<file path="config.mk">
export PLATFORM = sky130hd
export DESIGN_NAME = temperature_sample_ctrl_flat
export DESIGN_NICKNAME = d
export VERILOG_FILES = /design/src/rtl/temperature_sample_ctrl_pkg.sv /design/src/rtl/temperature_sample_ctrl_if.sv /design/src/rtl/temperature_sample_ctrl_serial_divider.sv /design/src/rtl/temperature_sample_ctrl.sv /design/src/flat_wrapper.sv
export SDC_FILE = /design/constraint.sdc
export NUM_CORES = 1
export LEC_CHECK = 0
export ABC_AREA = 1
export BUFFER_PORTS_ARGS = -buffer_cell sky130_fd_sc_hd__buf_2
export CORE_ASPECT_RATIO = 0.7
export CORE_UTILIZATION = 50
export CTS_BUF_LIST = sky130_fd_sc_hd__clkbuf_2
export DETAILED_ROUTE_END_ITERATION = 10
export GPL_ROUTABILITY_DRIVEN = 0
export HOLD_SLACK_MARGIN = 0.1
export PLACE_DENSITY = 0.74
export SLEW_MARGIN = 20
export SYNTH_ARGS = -nofsm -noshare
export SYNTH_HDL_FRONTEND = slang
export SYNTH_SLANG_ARGS = --single-unit
</file>
<file path="constraint.sdc">
create_clock -name clk_i -period 6.3 [get_ports clk_i]
set_clock_uncertainty 0.1 [all_clocks]
set_input_delay 0.315 -clock clk_i [delete_from_list [all_inputs] [get_ports clk_i]]
set_output_delay 0.315 -clock clk_i [all_outputs]
set_load 0.01 [all_outputs]
</file>
<file path="src/rtl/temperature_sample_ctrl_pkg.sv">
// Shared definitions for the greenhouse temperature sampling controller.
//   NR_SENSORS / DATA_W : sensor channel count and reading width
//   SUM_W               : accumulator, dividend, quotient and remainder width
//   CNT_W               : active-sensor count width
//   state_e             : sequencing FSM states
//   sensor_slice()      : extracts one reading from the packed sensor bus
package temp_pkg;

  localparam int unsigned NR_SENSORS = 5;
  localparam int unsigned DATA_W     = 8;
  localparam int unsigned SUM_W      = 16;
  localparam int unsigned CNT_W      = 8;
  localparam int unsigned IDX_W      = $clog2(NR_SENSORS);

  typedef enum logic [2:0] {
    IDLE,
    CAPTURE,
    ACCUM,
    DIVIDE,
    DONE
  } state_e;

  // Sensor k occupies bits [DATA_W*k +: DATA_W] of the packed bus.
  function automatic logic [DATA_W-1:0] sensor_slice(
    input logic [NR_SENSORS*DATA_W-1:0] data,
    input int unsigned                  k
  );
    return data[k*DATA_W +: DATA_W];
  endfunction

endpackage

</file>
<file path="src/rtl/temperature_sample_ctrl_if.sv">
// Bus bundle between the temperature datapath/display stage and the
// sampling controller.
//   slave  : controller side (samples sensors, drives results)
//   master : environment side (drives sensors/requests, consumes results)
// Signals:
//   sensors_data_i  packed sensor readings, sensor k at [8k+7:8k]
//   sensors_en_i    per-sensor enable
//   start_i         manual sample request
//   auto_en_i       periodic sampling enable
//   busy_o          controller is not idle
//   valid_o         one-cycle strobe, new results present
//   temp_q_o        average quotient
//   temp_r_o        average remainder
//   nr_active_o     active sensor count of the last sample
//   no_sensor_o     last sample had no active sensor
//   overrun_o       periodic tick dropped because the controller was busy
interface temperature_sample_ctrl_if;
  import temp_pkg::*;

  logic [NR_SENSORS*DATA_W-1:0] sensors_data_i;
  logic [NR_SENSORS-1:0]        sensors_en_i;
  logic                         start_i;
  logic                         auto_en_i;
  logic                         busy_o;
  logic                         valid_o;
  logic [SUM_W-1:0]             temp_q_o;
  logic [SUM_W-1:0]             temp_r_o;
  logic [CNT_W-1:0]             nr_active_o;
  logic                         no_sensor_o;
  logic                         overrun_o;

  modport slave (
    input  sensors_data_i,
    input  sensors_en_i,
    input  start_i,
    input  auto_en_i,
    output busy_o,
    output valid_o,
    output temp_q_o,
    output temp_r_o,
    output nr_active_o,
    output no_sensor_o,
    output overrun_o
  );

  modport master (
    output sensors_data_i,
    output sensors_en_i,
    output start_i,
    output auto_en_i,
    input  busy_o,
    input  valid_o,
    input  temp_q_o,
    input  temp_r_o,
    input  nr_active_o,
    input  no_sensor_o,
    input  overrun_o
  );

endinterface

</file>
<file path="src/rtl/temperature_sample_ctrl_serial_divider.sv">
// Restoring shift-subtract divider, one quotient bit per cycle, MSB first.
// Fixed latency: start_i loads the operands; done_o is high during the
// SUM_W-th iteration cycle, with quot_o/rem_o carrying that iteration's
// final result so the caller can register it on the same edge.
//   clk_i, rst_ni  clock, asynchronous active-low reset
//   start_i        load dividend/divisor and begin (divisor must be non-zero)
//   dividend_i     dividend
//   divisor_i      divisor
//   done_o         last iteration in progress, results valid
//   quot_o         quotient
//   rem_o          remainder
module serial_divider
  import temp_pkg::*;
(
  input  logic             clk_i,
  input  logic             rst_ni,
  input  logic             start_i,
  input  logic [SUM_W-1:0] dividend_i,
  input  logic [SUM_W-1:0] divisor_i,
  output logic             done_o,
  output logic [SUM_W-1:0] quot_o,
  output logic [SUM_W-1:0] rem_o
);

  localparam int unsigned ITER_W = $clog2(SUM_W);

  logic              run_q;
  logic [ITER_W-1:0] iter_q;
  logic [SUM_W-1:0]  quo_q;
  logic [SUM_W-1:0]  rem_q;
  logic [SUM_W-1:0]  dsr_q;

  logic [SUM_W:0]    rem_sh;
  logic              fits;
  logic [SUM_W-1:0]  rem_nx;
  logic [SUM_W-1:0]  quo_nx;

  // The dividend is shifted out of the quotient register as quotient bits
  // are shifted in, so one register serves both roles.
  always_comb begin
    rem_sh = {rem_q, quo_q[SUM_W-1]};
    fits   = (rem_sh >= {1'b0, dsr_q});
    rem_nx = fits ? SUM_W'(rem_sh - {1'b0, dsr_q}) : rem_sh[SUM_W-1:0];
    quo_nx = {quo_q[SUM_W-2:0], fits};
  end

  assign done_o = run_q && (iter_q == ITER_W'(SUM_W - 1));
  assign quot_o = quo_nx;
  assign rem_o  = rem_nx;

  always_ff @(posedge clk_i or negedge rst_ni) begin
    if (!rst_ni) begin
      run_q  <= 1'b0;
      iter_q <= '0;
      quo_q  <= '0;
      rem_q  <= '0;
      dsr_q  <= '0;
    end else if (start_i) begin
      run_q  <= 1'b1;
      iter_q <= '0;
      quo_q  <= dividend_i;
      rem_q  <= '0;
      dsr_q  <= divisor_i;
    end else if (run_q) begin
      quo_q  <= quo_nx;
      rem_q  <= rem_nx;
      iter_q <= iter_q + ITER_W'(1);
      if (done_o) begin
        run_q <= 1'b0;
      end
    end
  end

endmodule

</file>
<file path="src/rtl/temperature_sample_ctrl.sv">
// Sequencing controller for the greenhouse temperature datapath.
// On a manual request or periodic tick it snapshots the sensor readings and
// enables, accumulates the enabled readings one per cycle, divides the sum
// by the active count, and presents quotient/remainder with a one-cycle
// valid strobe.
//   clk_i   system clock, rising edge
//   rst_ni  asynchronous active-low reset
//   bus     temperature_sample_ctrl_if.slave (sensors, requests, results)
// Parameter:
//   PERIOD  clock cycles between automatic samples (>= 32)
module temperature_sample_ctrl
  import temp_pkg::*;
#(
  parameter int unsigned PERIOD = 1000
) (
  input  logic                     clk_i,
  input  logic                     rst_ni,
  temperature_sample_ctrl_if.slave bus
);

  if (PERIOD < 32) begin : g_period_chk
    $error("temperature_sample_ctrl: PERIOD must be >= 32");
  end

  localparam int unsigned PER_W = $clog2(PERIOD);

  state_e                       state_q,     state_d;
  logic [IDX_W-1:0]             idx_q,       idx_d;
  logic [NR_SENSORS*DATA_W-1:0] snap_data_q, snap_data_d;
  logic [NR_SENSORS-1:0]        snap_en_q,   snap_en_d;
  logic [SUM_W-1:0]             sum_q,       sum_d;
  logic [CNT_W-1:0]             cnt_q,       cnt_d;
  logic [SUM_W-1:0]             res_q_q,     res_q_d;
  logic [SUM_W-1:0]             res_r_q,     res_r_d;
  logic [CNT_W-1:0]             nr_q,        nr_d;
  logic                         nosens_q,    nosens_d;
  logic                         ovr_q,       ovr_d;
  logic [PER_W-1:0]             per_q,       per_d;

  logic             tick;
  logic             div_start;
  logic             div_done;
  logic [SUM_W-1:0] div_divisor;
  logic [SUM_W-1:0] div_quot;
  logic [SUM_W-1:0] div_rem;

  // Period counter runs regardless of FSM state; held at zero when disabled.
  assign tick = bus.auto_en_i && (per_q == PER_W'(PERIOD - 1));

  always_comb begin
    per_d = '0;
    if (bus.auto_en_i) begin
      per_d = tick ? '0 : per_q + PER_W'(1);
    end
  end

  always_comb begin
    state_d     = state_q;
    idx_d       = idx_q;
    snap_data_d = snap_data_q;
    snap_en_d   = snap_en_q;
    sum_d       = sum_q;
    cnt_d       = cnt_q;
    res_q_d     = res_q_q;
    res_r_d     = res_r_q;
    nr_d        = nr_q;
    nosens_d    = nosens_q;
    div_start   = 1'b0;
    // A tick that lands while not idle is dropped and flagged.
    ovr_d       = tick && (state_q != IDLE);

    unique case (state_q)
      IDLE: begin
        if (bus.start_i || tick) begin
          state_d = CAPTURE;
        end
      end

      CAPTURE: begin
        snap_data_d = bus.sensors_data_i;
        snap_en_d   = bus.sensors_en_i;
        sum_d       = '0;
        cnt_d       = '0;
        idx_d       = '0;
        state_d     = ACCUM;
      end

      ACCUM: begin
        if (snap_en_q[idx_q]) begin
          sum_d = sum_q + SUM_W'(sensor_slice(snap_data_q, int'(idx_q)));
          cnt_d = cnt_q + CNT_W'(1);
        end
        // The divider is launched from the combinational sum/count so the
        // last channel's contribution is included without an extra cycle.
        if (idx_q == IDX_W'(NR_SENSORS - 1)) begin
          if (cnt_d == '0) begin
            res_q_d  = '0;
            res_r_d  = '0;
            nr_d     = '0;
            nosens_d = 1'b1;
            state_d  = DONE;
          end else begin
            div_start = 1'b1;
            state_d   = DIVIDE;
          end
        end else begin
          idx_d = idx_q + IDX_W'(1);
        end
      end

      DIVIDE: begin
        if (div_done) begin
          res_q_d  = div_quot;
          res_r_d  = div_rem;
          nr_d     = cnt_q;
          nosens_d = 1'b0;
          state_d  = DONE;
        end
      end

      DONE: begin
        state_d = IDLE;
      end

      default: begin
        state_d = IDLE;
      end
    endcase
  end

  assign div_divisor = SUM_W'(cnt_d);

  serial_divider u_div (
    .clk_i      (clk_i),
    .rst_ni     (rst_ni),
    .start_i    (div_start),
    .dividend_i (sum_d),
    .divisor_i  (div_divisor),
    .done_o     (div_done),
    .quot_o     (div_quot),
    .rem_o      (div_rem)
  );

  always_ff @(posedge clk_i or negedge rst_ni) begin
    if (!rst_ni) begin
      state_q     <= IDLE;
      idx_q       <= '0;
      snap_data_q <= '0;
      snap_en_q   <= '0;
      sum_q       <= '0;
      cnt_q       <= '0;
      res_q_q     <= '0;
      res_r_q     <= '0;
      nr_q        <= '0;
      nosens_q    <= 1'b0;
      ovr_q       <= 1'b0;
      per_q       <= '0;
    end else begin
      state_q     <= state_d;
      idx_q       <= idx_d;
      snap_data_q <= snap_data_d;
      snap_en_q   <= snap_en_d;
      sum_q       <= sum_d;
      cnt_q       <= cnt_d;
      res_q_q     <= res_q_d;
      res_r_q     <= res_r_d;
      nr_q        <= nr_d;
      nosens_q    <= nosens_d;
      ovr_q       <= ovr_d;
      per_q       <= per_d;
    end
  end

  assign bus.busy_o      = (state_q != IDLE);
  assign bus.valid_o     = (state_q == DONE);
  assign bus.temp_q_o    = res_q_q;
  assign bus.temp_r_o    = res_r_q;
  assign bus.nr_active_o = nr_q;
  assign bus.no_sensor_o = nosens_q;
  assign bus.overrun_o   = ovr_q;

endmodule

</file>
<file path="src/flat_wrapper.sv">
// flat-port wrapper written by rule: the top's interface ports become plain ports
module temperature_sample_ctrl_flat import temp_pkg::*;
#(
  parameter int unsigned PERIOD = 1000
)
  (clk_i, rst_ni, bus_sensors_data_i, bus_sensors_en_i, bus_start_i, bus_auto_en_i, bus_busy_o, bus_valid_o, bus_temp_q_o, bus_temp_r_o, bus_nr_active_o, bus_no_sensor_o, bus_overrun_o);
  temperature_sample_ctrl_if bus_i ();
  input  logic clk_i;
  input  logic rst_ni;
  input wire logic [$bits(bus_i.sensors_data_i)-1:0] bus_sensors_data_i;
  input wire logic [$bits(bus_i.sensors_en_i)-1:0] bus_sensors_en_i;
  input wire logic [$bits(bus_i.start_i)-1:0] bus_start_i;
  input wire logic [$bits(bus_i.auto_en_i)-1:0] bus_auto_en_i;
  output wire logic [$bits(bus_i.busy_o)-1:0] bus_busy_o;
  output wire logic [$bits(bus_i.valid_o)-1:0] bus_valid_o;
  output wire logic [$bits(bus_i.temp_q_o)-1:0] bus_temp_q_o;
  output wire logic [$bits(bus_i.temp_r_o)-1:0] bus_temp_r_o;
  output wire logic [$bits(bus_i.nr_active_o)-1:0] bus_nr_active_o;
  output wire logic [$bits(bus_i.no_sensor_o)-1:0] bus_no_sensor_o;
  output wire logic [$bits(bus_i.overrun_o)-1:0] bus_overrun_o;
  assign bus_i.sensors_data_i = bus_sensors_data_i;
  assign bus_i.sensors_en_i = bus_sensors_en_i;
  assign bus_i.start_i = bus_start_i;
  assign bus_i.auto_en_i = bus_auto_en_i;
  assign bus_busy_o = bus_i.busy_o;
  assign bus_valid_o = bus_i.valid_o;
  assign bus_temp_q_o = bus_i.temp_q_o;
  assign bus_temp_r_o = bus_i.temp_r_o;
  assign bus_nr_active_o = bus_i.nr_active_o;
  assign bus_no_sensor_o = bus_i.no_sensor_o;
  assign bus_overrun_o = bus_i.overrun_o;
  temperature_sample_ctrl #(.PERIOD(PERIOD)) u_core (.clk_i(clk_i), .rst_ni(rst_ni), .bus(bus_i));
endmodule
</file>
# --- Word level (Yosys, flattened, before mapping) ---
# Cells that the tools add are included.
word_totals:
  register_bits: 172
  in_bits: 49
  output_inout_bits: 44
  word_cells: 94
op_classes:
  addsub: 6
  n_lt_le_gt_ge: 2
  n_eq_ne: 12
  n_shift: 1
  mux: 43
  n_reduce_logical: 13
op_table:
  columns: ["operator", "count"]
  rows:
  - ["$mux 16", 10]
  - ["$pmux 16 s2", 3]
  - ["$mux 8", 5]
  - ["$shiftx 40x7->8", 1]
  - ["$pmux 8 s2", 2]
  - ["$mux 10", 2]
  - ["$ge 17x8->1", 1]
  - ["$add 16x8->16", 1]
  - ["$sub 16x8->16", 1]
  - ["$mux 3", 5]
  - ["$pmux 3 s4", 1]
  - ["$add 10x1->10 const B", 1]
  - ["$eq 10x10->1 const B", 1]
  - ["$mux 1", 10]
  - ["$add 8x1->8 const B", 1]
  - ["$logic_not 8->1", 1]
  - ["$mux 4", 2]
  - ["$ne 2x1->1 const B", 4]
  - ["$eq 3x2->1 const B", 2]
  - ["$eq 3x3->1 const B", 2]
  - ["$pmux 3 s2", 1]
  - ["$reduce_bool 2->1", 3]
  - ["$add 4x1->4 const B", 1]
  - ["$eq 4x4->1 const B", 1]
  - ["other kinds (13)", 15]

# --- Depth between registers and ports, before layout ---
# Gate-level depths: netlist of run 1.
logic_depth:
  ltp_word: 9
  depth_mapped: 19
  ltp_nobuf: 18

# --- Hierarchy ---
# Synthesis of run 1 repeated with hierarchy kept, for this count alone.
unflattened:
  cells_unflattened: 1261
  hier_area_um2: 9790.6
by_module_without_submodules:
  columns: ["mod", "n_inst", "cells_each", "area_per_inst_um2", "seq_area_each_um2"]
  rows:
  - ["temperature_sample_ctrl", 1, 754, 6200.9, 3178.0]
  - ["serial_divider", 1, 507, 3589.7, 1326.3]

# --- Least setup slack after synthesis of run 1 ---
# OpenSTA, ideal clock, no wires.
synth_timing:
  kind: "flip-flop to flip-flop"
  start: "reg u_core.idx_q[0]"
  end: "reg u_core.u_div.quo_q[14]"
  setup_time_ns: 0.125
  arrival_time_ns: 2.628
  required_ns: 6.075
  path_slack_ns: 3.447
  stages_incl_launch_ff: 19
  n_path_buf: 2
  synth_period_minus_slack_ns: 2.853
  path_cell_list: "dfrtp_1 -> buf_6 -> clkbuf_1 -> nand2_1 -> nand3_1 -> nand3_1 -> nand2_1 -> ha_1 -> inv_1 -> fa_1 -> o31ai_1 -> a21o_1 -> nand2_1 -> nor2_2 -> nand2_1 -> nand2_1 -> nand2_1 -> nand2_1 -> nand3_1"
synth_via:
  word_cells_on_any_way: 15
  classes_between: "1 x add/sub; 1 x eq/ne; 1 x shift; 10 x mux; 2 x reduce/logical"
synth_lines:
  columns: ["item", "line_no", "source"]
  rows:
  - ["start: declaration", "temperature_sample_ctrl.sv:28", "logic [IDX_W-1:0] idx_q, idx_d;"]
  - ["start signal: assignment", "temperature_sample_ctrl.sv:160", "idx_q <= idx_d;"]
  - ["$shiftx 40x7->8 or $bmux 1 s3 (tied branches)", "temperature_sample_ctrl_pkg.sv:28, temperature_sample_ctrl.sv:89", null]
  - ["$add 16x8->16 or $mux 1 (tied branches)", "temperature_sample_ctrl.sv:90, temperature_sample_ctrl.sv:89", null]
  - ["$mux 16 (*)", "temperature_sample_ctrl.sv:89", "if (snap_en_q[idx_q]) begin"]
  - ["$pmux 16 s2 (*)", "temperature_sample_ctrl.sv:72", "unique case (state_q)"]
  - ["net u_core.sum_d[14]", "temperature_sample_ctrl.sv:31", "logic [SUM_W-1:0] sum_q, sum_d;"]
  - ["$mux 16 (*)", "temperature_sample_ctrl_serial_divider.sv:58", "end else if (start_i) begin"]
  - ["end signal: assignment", "temperature_sample_ctrl_serial_divider.sv:61", "quo_q <= dividend_i;"]
  - ["end signal: assignment", "temperature_sample_ctrl_serial_divider.sv:65", "quo_q <= quo_nx;"]
  - ["end: declaration", "temperature_sample_ctrl_serial_divider.sv:29", "logic [SUM_W-1:0] quo_q;"]
# Mark *: on every way through the listed nets, which the timed path passes. The rest lies on a longest branch. The select of a mux whose other input is x is not followed.
# A chain may end at the register's enable or synchronous reset.

# --- Worst setup path after layout of run 1 ---
layout_timing:
  start: "reg u_core.idx_q[0]"
  end: "reg u_core.u_div.quo_q[9]"
# Same word-level chain as after synthesis.

==> results.yml, run 1 <==
layout:
  num_antenna_cells: 0
  fillers: 1598
  stdcell_count: 1563
  fin_nets: 1392
  post-route-util: 0.6007
  syn_to_final_growth_pct: 15.17
  final_layout_size_suffix_gt1_frac: 0.1321
yosys:
  synth_area_per_cell_um2: 7.626
  synthTopCellsByCount: "nand2_1, dfrtp_1, inv_1"
  syn_nets: 1270
  ys_ff_latch: 172
  syn_area_um2: 9136
  synth_top_area_share: 0.4711
  yosys_warnings: 0
  synthCells: 1198
  synth_flop_cell: "dfrtp_1"
  synth-edff-count: 0
  synth.area.top_cells: "dfrtp_1, nand2_1, nand3_1"
  synth_top_area_cell: "dfrtp_1"
  synthMostInstantiatedCell: "nand2_1"
  synth_cell_types: 43
  ys_async_sr_fraction: 1.000
  yosysSeqAreaShare: 0.4711
timing:
  period_share: 0.6056
  worst_pin_slew_ns: 0.9154
  setup_viol: 0
  hold_viol_final: 0
  slew_viol_final: 0
  max_slew_margin: 0.3890
  fin_crit_ns: 3.816
  rsz0062_at_grt: "false"
  fin_tns_setup_ns: 0
  fmax_ghz: 0.2621
cts:
  clkSinkCount: 172
  clk_latency_ns: 0.75
  htreeDepth: 4
  cts_setup_buffers: 0
  tritoncts: "yes"
  cts-resized-gates: 0
  cts-root-buf: "clkbuf_2"
  numCtsBuffers: 17
  clock_path_buffers: 2
  clkTransAtPathRegs_ns: 0.27
floorplan:
  rows: 40
  core_area_um2: 17520
  pin_count: 93
  dieArea_um2: 18830
  die_y_um: 115.1
  start_util: 0.5216
  die_w_um: 163.6
routing:
  drt_wl_total_mm: 21.36
  dr.pass1.iters: 5
  via_count: 8059
  via_per_inst: 5.156
  drt_iter0_drc: 615
  wl_per_cell_um: 13.66
  ant_nets: 0
  drc: 0
min_path:
  hold_class: "in2reg"
setup_path:
  regToRegStartpoint: "u_core.idx_q[0]"
  crit_chain: "inv_1 -> o21ai_0 -> o22ai_1 -> nand2_1 -> o21a_1 -> inv_1 -> ha_1 -> inv_1 -> o31ai_1 -> nand2_1 -> nand2_1 -> nand2_1 -> nand2_1 -> nand2_1 -> o21ai_0 -> nand2_1 -> nand3_1"
  r2r_cells: 17
  cp.arrival_ns: 4.40
  critical_path_required_ns: 6.88
  crit_top_cell: "nand2_1"
  crit_path_max_fanout: 30
  critical_path_class: "reg2reg"
  crit_family: "compound AO/OA/AOI/OAI gates"
  r2r-end: "u_core.u_div.quo_q[9]"
  max_stage_delay_ns: 0.97
  crit_path_end: "u_core.u_div.quo_q[9]"
  rrSetupSlack_ns: 2.48
  cp.depth: 17
  cp.buffers_inverters: 3
  critPathLaunch: "u_core.idx_q[0]"
  crit_path_start_kind: "flop"
  crit_slowest_cell: "dfrtp_1"
  endpoint_kind: "flop"
placed_design:
  dp_hpwl_mm: 14.27
  dp_cells: 1482
  port_buffers: 92
job:
  cap_violations: 0
pwr:
  p_total_mw: 1.867
  pwr_density_cell_nw_per_um2: 177.5
  p_leak_nw: 5.779
  ir_drop_uv: 128.2
global_route:
  gr-total-overflow: 0
  grt_max_degree: 81
  grt_pass1_wl_mm: 36.85
  grt_pass1_vias: 7684
  antenna_found_initial: 0
  grt_usage: 0.2461
outcome:
  status: "finished, final reports clean"
==> tightest hold or removal path, delay by kind of cell <==
family | cells | cell delay [ns]
buffers and inverters | 2 | 0.60
AND/OR/NAND/NOR | 2 | 0.09
==> how the worst min path moves through the flow <==
stage | startpoint | depth (start not counted) | slack (ns) | to
after floorplan | rst_ni | 0 | -0.08 | u_core.bus.no_sensor_o
after global placement | rst_ni | 1 | 0.34 | u_core.per_q[4]
after detailed placement | rst_ni | 1 | 0.35 | u_core.per_q[4]
after CTS | bus_sensors_data_i[9] | 4 | 0.12 | u_core.snap_data_q[9]
after global routing | bus_sensors_data_i[2] | 4 | 0.12 | u_core.snap_data_q[2]
final | bus_sensors_data_i[9] | 4 | 0.17 | u_core.snap_data_q[9]
==> what timing repair did <==
| action | in CTS | in global routing |
|---|---|---|
| setup endpoints to repair | 0 | 0 |
| endpoints found under the hold margin | 150 | 0 |
| hold buffers | 50 | 0 |
==> sequential cells by signal (all words and copies together) (netlist names) <==
| register | flops |
|---|---|
| u_core.snap_data_q | 40 |
| u_core.bus.temp_q_o | 16 |
| u_core.bus.temp_r_o | 16 |
| u_core.sum_q | 16 |
| u_core.u_div.quo_q | 16 |
| u_core.u_div.rem_q | 16 |
| u_core.per_q | 10 |
| u_core.bus.nr_active_o | 8 |
| u_core.cnt_q | 8 |
| u_core.u_div.dsr_q | 8 |
| u_core.snap_en_q | 5 |
| u_core.u_div.iter_q | 4 |
| u_core.idx_q | 3 |
| u_core.state_q | 3 |
| u_core.bus.no_sensor_o | 1 |
| u_core.bus.overrun_o | 1 |
| u_core.u_div.run_q | 1 |
==> where the power goes <==
part           internal, mW  switching (mW)  leakage (nW)
clock network         0.305           0.387         0.163
registers              1.11         0.00102          2.16
logic                0.0341          0.0328          3.46
total                  1.45           0.421          5.78
==> logic make-up (layout without fill, tap and decap cells) <==
logic type,count (synthesis),in the layout,share of synthesized area
flops,172,172,0.4711
simple gates,686,686,0.3229
fa+ha+maj,23,23,0.03314
buf+inv,177,311,0.08080
compound gates,119,119,0.07190
xor+xnor,21,21,0.02013
==> area by class of cell <==
type                       instances  area, um2  area share
clock buffer                      21      105.1    0.009988
clock inverter                    10      188.9     0.01795
inverter                         132      495.5     0.04709
multi-input combinational        849       4106      0.3902
sequential                       172       4304      0.4090
tap                              231      289.0     0.02747
timing repair buffer             148       1033     0.09822
==> layer usage <==
layer,GRT usage,vias to the layer above,routed length (um)
met2,0.3703,221,9299
met3,0.05123,32,1221
met1,0.3586,3751,10470
li1,-,4055,-
met4,0.07222,0,361
met5,0,-,0
==> cell usage in the layout (no fill, tap or decap), types with 5 or more instances in the layout <==
master           n
a21o_1           6
a21oi_1         23
buf_2           91
buf_4            5
bufinv_16        5
clkbuf_2        21
dfrtp_1        172
dlygate4sd3_1   49
ha_1            21
inv_1          116
inv_2           16
nand2_1        463
nand3_1        108
nand3_2          7
nand4_1         16
nor2_1          48
nor3_1          17
o21ai_0         54
o21ai_1         14
o22ai_1          9
xor2_1          17
==> stage by stage <==
stage	hold slack [ns]	worst slack (ns)	instance area [um2]
3_3_place_gp	0.3441	2.615	9699
4_1_cts	0.1161	2.428	10510
2_1_floorplan	-0.08059	3.447	9136
6_report	0.1675	2.484	10520
3_5_place_dp	0.3534	2.473	9699
5_1_grt	0.1200	1.969	10520
(Power assumes the default switching activity.)
==> run 2, diff against run 1 <==
- ABC_AREA: 1 -> 0
- PLACE_DENSITY: 0.74 -> 0.75
- clock period: 6.3 -> 3.75 ns (I/O delays scaled with it)
==> run 2 against run 1 <==
Net effect:
- sequential power increased to 2.9 times the previous value
- flip-flop and latch count unchanged
- first-iteration DRC count shrank 12%
- die area decreased by 8.0%
- hold slack worse by 0.036 ns
- via count fell by 15%
- critical path depth decreased by 3
- power rose to 4.2 times the previous value
- synthesized cell count fell by 29%
- critical path type unchanged
- largest power group is now combinational cells
==> results.yml, run 2 <==
cts:
  cts-root-buf: "clkbuf_2"
  tritoncts: "yes"
  cts_setup_buffers: 0
  clkSinkCount: 172
  clkTransAtPathRegs_ns: 0.24
  cts-resized-gates: 0
  clk_latency_ns: 0.71
  numCtsBuffers: 17
  htreeDepth: 4
  cts_hold_buf: 88
  clock_path_buffers: 2
layout:
  fillers: 1301
  layout_commonest_cell: "nand2_1"
  fin_nets: 1089
  final_layout_size_suffix_gt1_frac: 0.1518
  final_cell_mix: "nand2_1, dfrtp_1, buf_2"
  top_register: "u_core.snap_data_q"
  syn_to_final_growth_pct: 21.78
  final_area_um2: 10230
  largest_register_ffs: 40
outcome:
  status: "finished, final reports clean"
setup_path:
  critical_path_class: "reg2reg"
  cp.buffers_inverters: 2
  cp.arrival_ns: 3.99
  max_stage_delay_ns: 0.68
  critical_path_required_ns: 4.30
  crit_family: "compound AO/OA/AOI/OAI gates"
  crit_path_start_kind: "flop"
  endpoint_kind: "flop"
  crit_slowest_cell: "dfrtp_1"
  crit_path_max_fanout: 18
  crit_chain: "nor2_1 -> a21oi_1 -> o22ai_1 -> ha_1 -> inv_1 -> fa_1 -> nor2b_1 -> o21ai_0 -> a21boi_0 -> buf_4 -> nor2_1 -> xor2_1 -> o21ai_0 -> a21o_1"
floorplan:
  core_area_um2: 16350
  pin_count: 93
  start_util: 0.5137
  die_w_um: 156.9
  dieArea_um2: 17330
  rows: 39
  die_y_um: 110.4
pwr:
  p_total_mw: 7.920
  ir_drop_uv: 375.8
  power_frac_seq: 0.402
  pwr-share-comb: 0.473
  pwr_density_cell_nw_per_um2: 774.4
  swShare: 0.4258
  p_int_mw: 4.548
  switchingPower_mw: 3.372
  pwr-share-clk: 0.125
  p_leak_nw: 4.970
timing:
  rsz0062_at_grt: "false"
  fin_tns_setup_ns: 0
  slew_viol_final: 0
  hold_viol_final: 0
  fmax_ghz: 0.2913
  setup_viol: 0
  period_share: 0.9156
  max_slew_margin: 0.5307
  fin_crit_ns: 3.433
  fin_ws_ns: 0.3166
  worst_pin_slew_ns: 0.7019
yosys:
  synth_flop_cell: "dfrtp_1"
  synth_top_area_cell: "dfrtp_1"
  synth.area.top_cells: "dfrtp_1, nand2_1, mux2i_1"
  ys_ff_latch: 172
  synth_cell_types: 59
  yosysSeqAreaShare: 0.5125
  synth_area_per_cell_um2: 9.857
  yosys_warnings: 0
  ys_async_sr_fraction: 1.000
  syn_area_um2: 8398
  synthTopCellsByCount: "nand2_1, dfrtp_1, nor2_1"
  synthCells: 852
  syn_nets: 924
  synth-edff-count: 0
  synth_top_area_share: 0.5125
  synthMostInstantiatedCell: "nand2_1"
global_route:
  grtUsageMet2: 0.3683
  antenna_found_initial: 1
  met3_usage: 0.03414
  grt_usage: 0.2471
  grt_pass1_vias: 6574
  gr-max-usage-layer: "met1"
  gr-total-overflow: 0
  use_met1: 0.3738
  grt_pass1_wl_mm: 33.51
  grt_max_degree: 97
min_path:
  hold_class: "in2reg"
routing:
  drt_iter0_drc: 542
  ant_nets: 0
  dr.pass1.iters: 5
  via_count: 6889
  drc: 0
  wl_per_cell_um: 16.31
  drt_wl_total_mm: 20.45
  via_per_inst: 5.494
placed_design:
  port_buffers: 92
  post-place-ws_ns: 0.4641
  dpl_cell_area_um2: 9084
  dp_hpwl_mm: 12.80
job:
  cap_violations: 0
-- run 2: kinds of logic after synthesis --
kind of cell	Yosys count	share of synthesized area
flip-flops	172	0.5125
AND/OR/NAND/NOR	342	0.1813
XOR/XNOR	28	0.02920
multiplexers	54	0.06809
AO/OA/AOI/OAI	166	0.1406
buffers and inverters	67	0.03218
adder cells (fa/ha/maj)	23	0.03605
-- run 2: layout make-up --
cell class	count	area, um2	area share
tap	225	281.5	0.02753
timing repair buffer	195	1493	0.1460
multi-input combinational	613	3845	0.3759
sequential	172	4305	0.4210
clock buffer	23	115.1	0.01126
inverter	18	67.56	0.006606
clock inverter	7	117.6	0.01150
antenna	1	2.502	0.0002447
-- run 2: final timing paths --
kind	from	to	slack [ns]	cells past startpoint
hold / removal	bus_sensors_en_i[2]	u_core.snap_en_q[2]	0.13	4
max in group asynchronous	rst_ni	u_core.bus.nr_active_o[1]	2.64	4
setup / recovery	u_core.idx_q[2]	u_core.u_div.quo_q[6]	0.32	14
setup reg to reg	u_core.idx_q[2]	u_core.u_div.quo_q[6]	0.32	14
min in group asynchronous	rst_ni	u_core.idx_q[2]	0.51	4
hold reg to reg	u_core.per_q[0]	u_core.per_q[0]	0.37	1
-- run 2: per-layer routing --
metal  routed length (um)  share of wire  vias up
li1                     -              -     3319
met1                 9840           0.48     3344
met2                 9264           0.45      200
met3                  997          0.049       26
met4                  345          0.017        0
met5                    0              0        -
-- run 2: metrics by stage --
| step | instances | util | hold slack (ns) |
|---|---|---|---|
| 6_report | 1254 | 0.6256 | 0.1316 |
| 5_1_grt | 1254 | 0.6256 | 0.1082 |
| 4_1_cts | 1252 | 0.6249 | 0.1004 |
| 3_5_place_dp | 1134 | 0.5557 | 0.2521 |
| 3_3_place_gp | 1134 | 0.5557 | 0.2424 |
| 2_1_floorplan | 852 | - | -0.2081 |
-- run 2: worst reg2reg max path, stage by stage (launching register included) --
cell	delay [ns]
dfrtp_1	0.68
nor2_1	0.46
a21oi_1	0.14
o22ai_1	0.15
ha_1	0.22
inv_1	0.09
fa_1	0.42
nor2b_1	0.13
o21ai_0	0.10
a21boi_0	0.17
buf_4	0.16
nor2_1	0.05
xor2_1	0.13
o21ai_0	0.23
a21o_1	0.15
-- run 2: power groups by stage --
| stage | registers [mW] | logic (mW) | clock network, mW |
|---|---|---|---|
| detailed placement | 3.20 | 3.62 | 0 |
| floorplan | 3.00 | 2.79 | 0 |
| global placement | 3.19 | 3.51 | 0 |
| global route | 3.27 | 4.16 | 1.09 |
| CTS | 3.16 | 3.71 | 1.01 |
| finish | 3.18 | 3.75 | 0.989 |
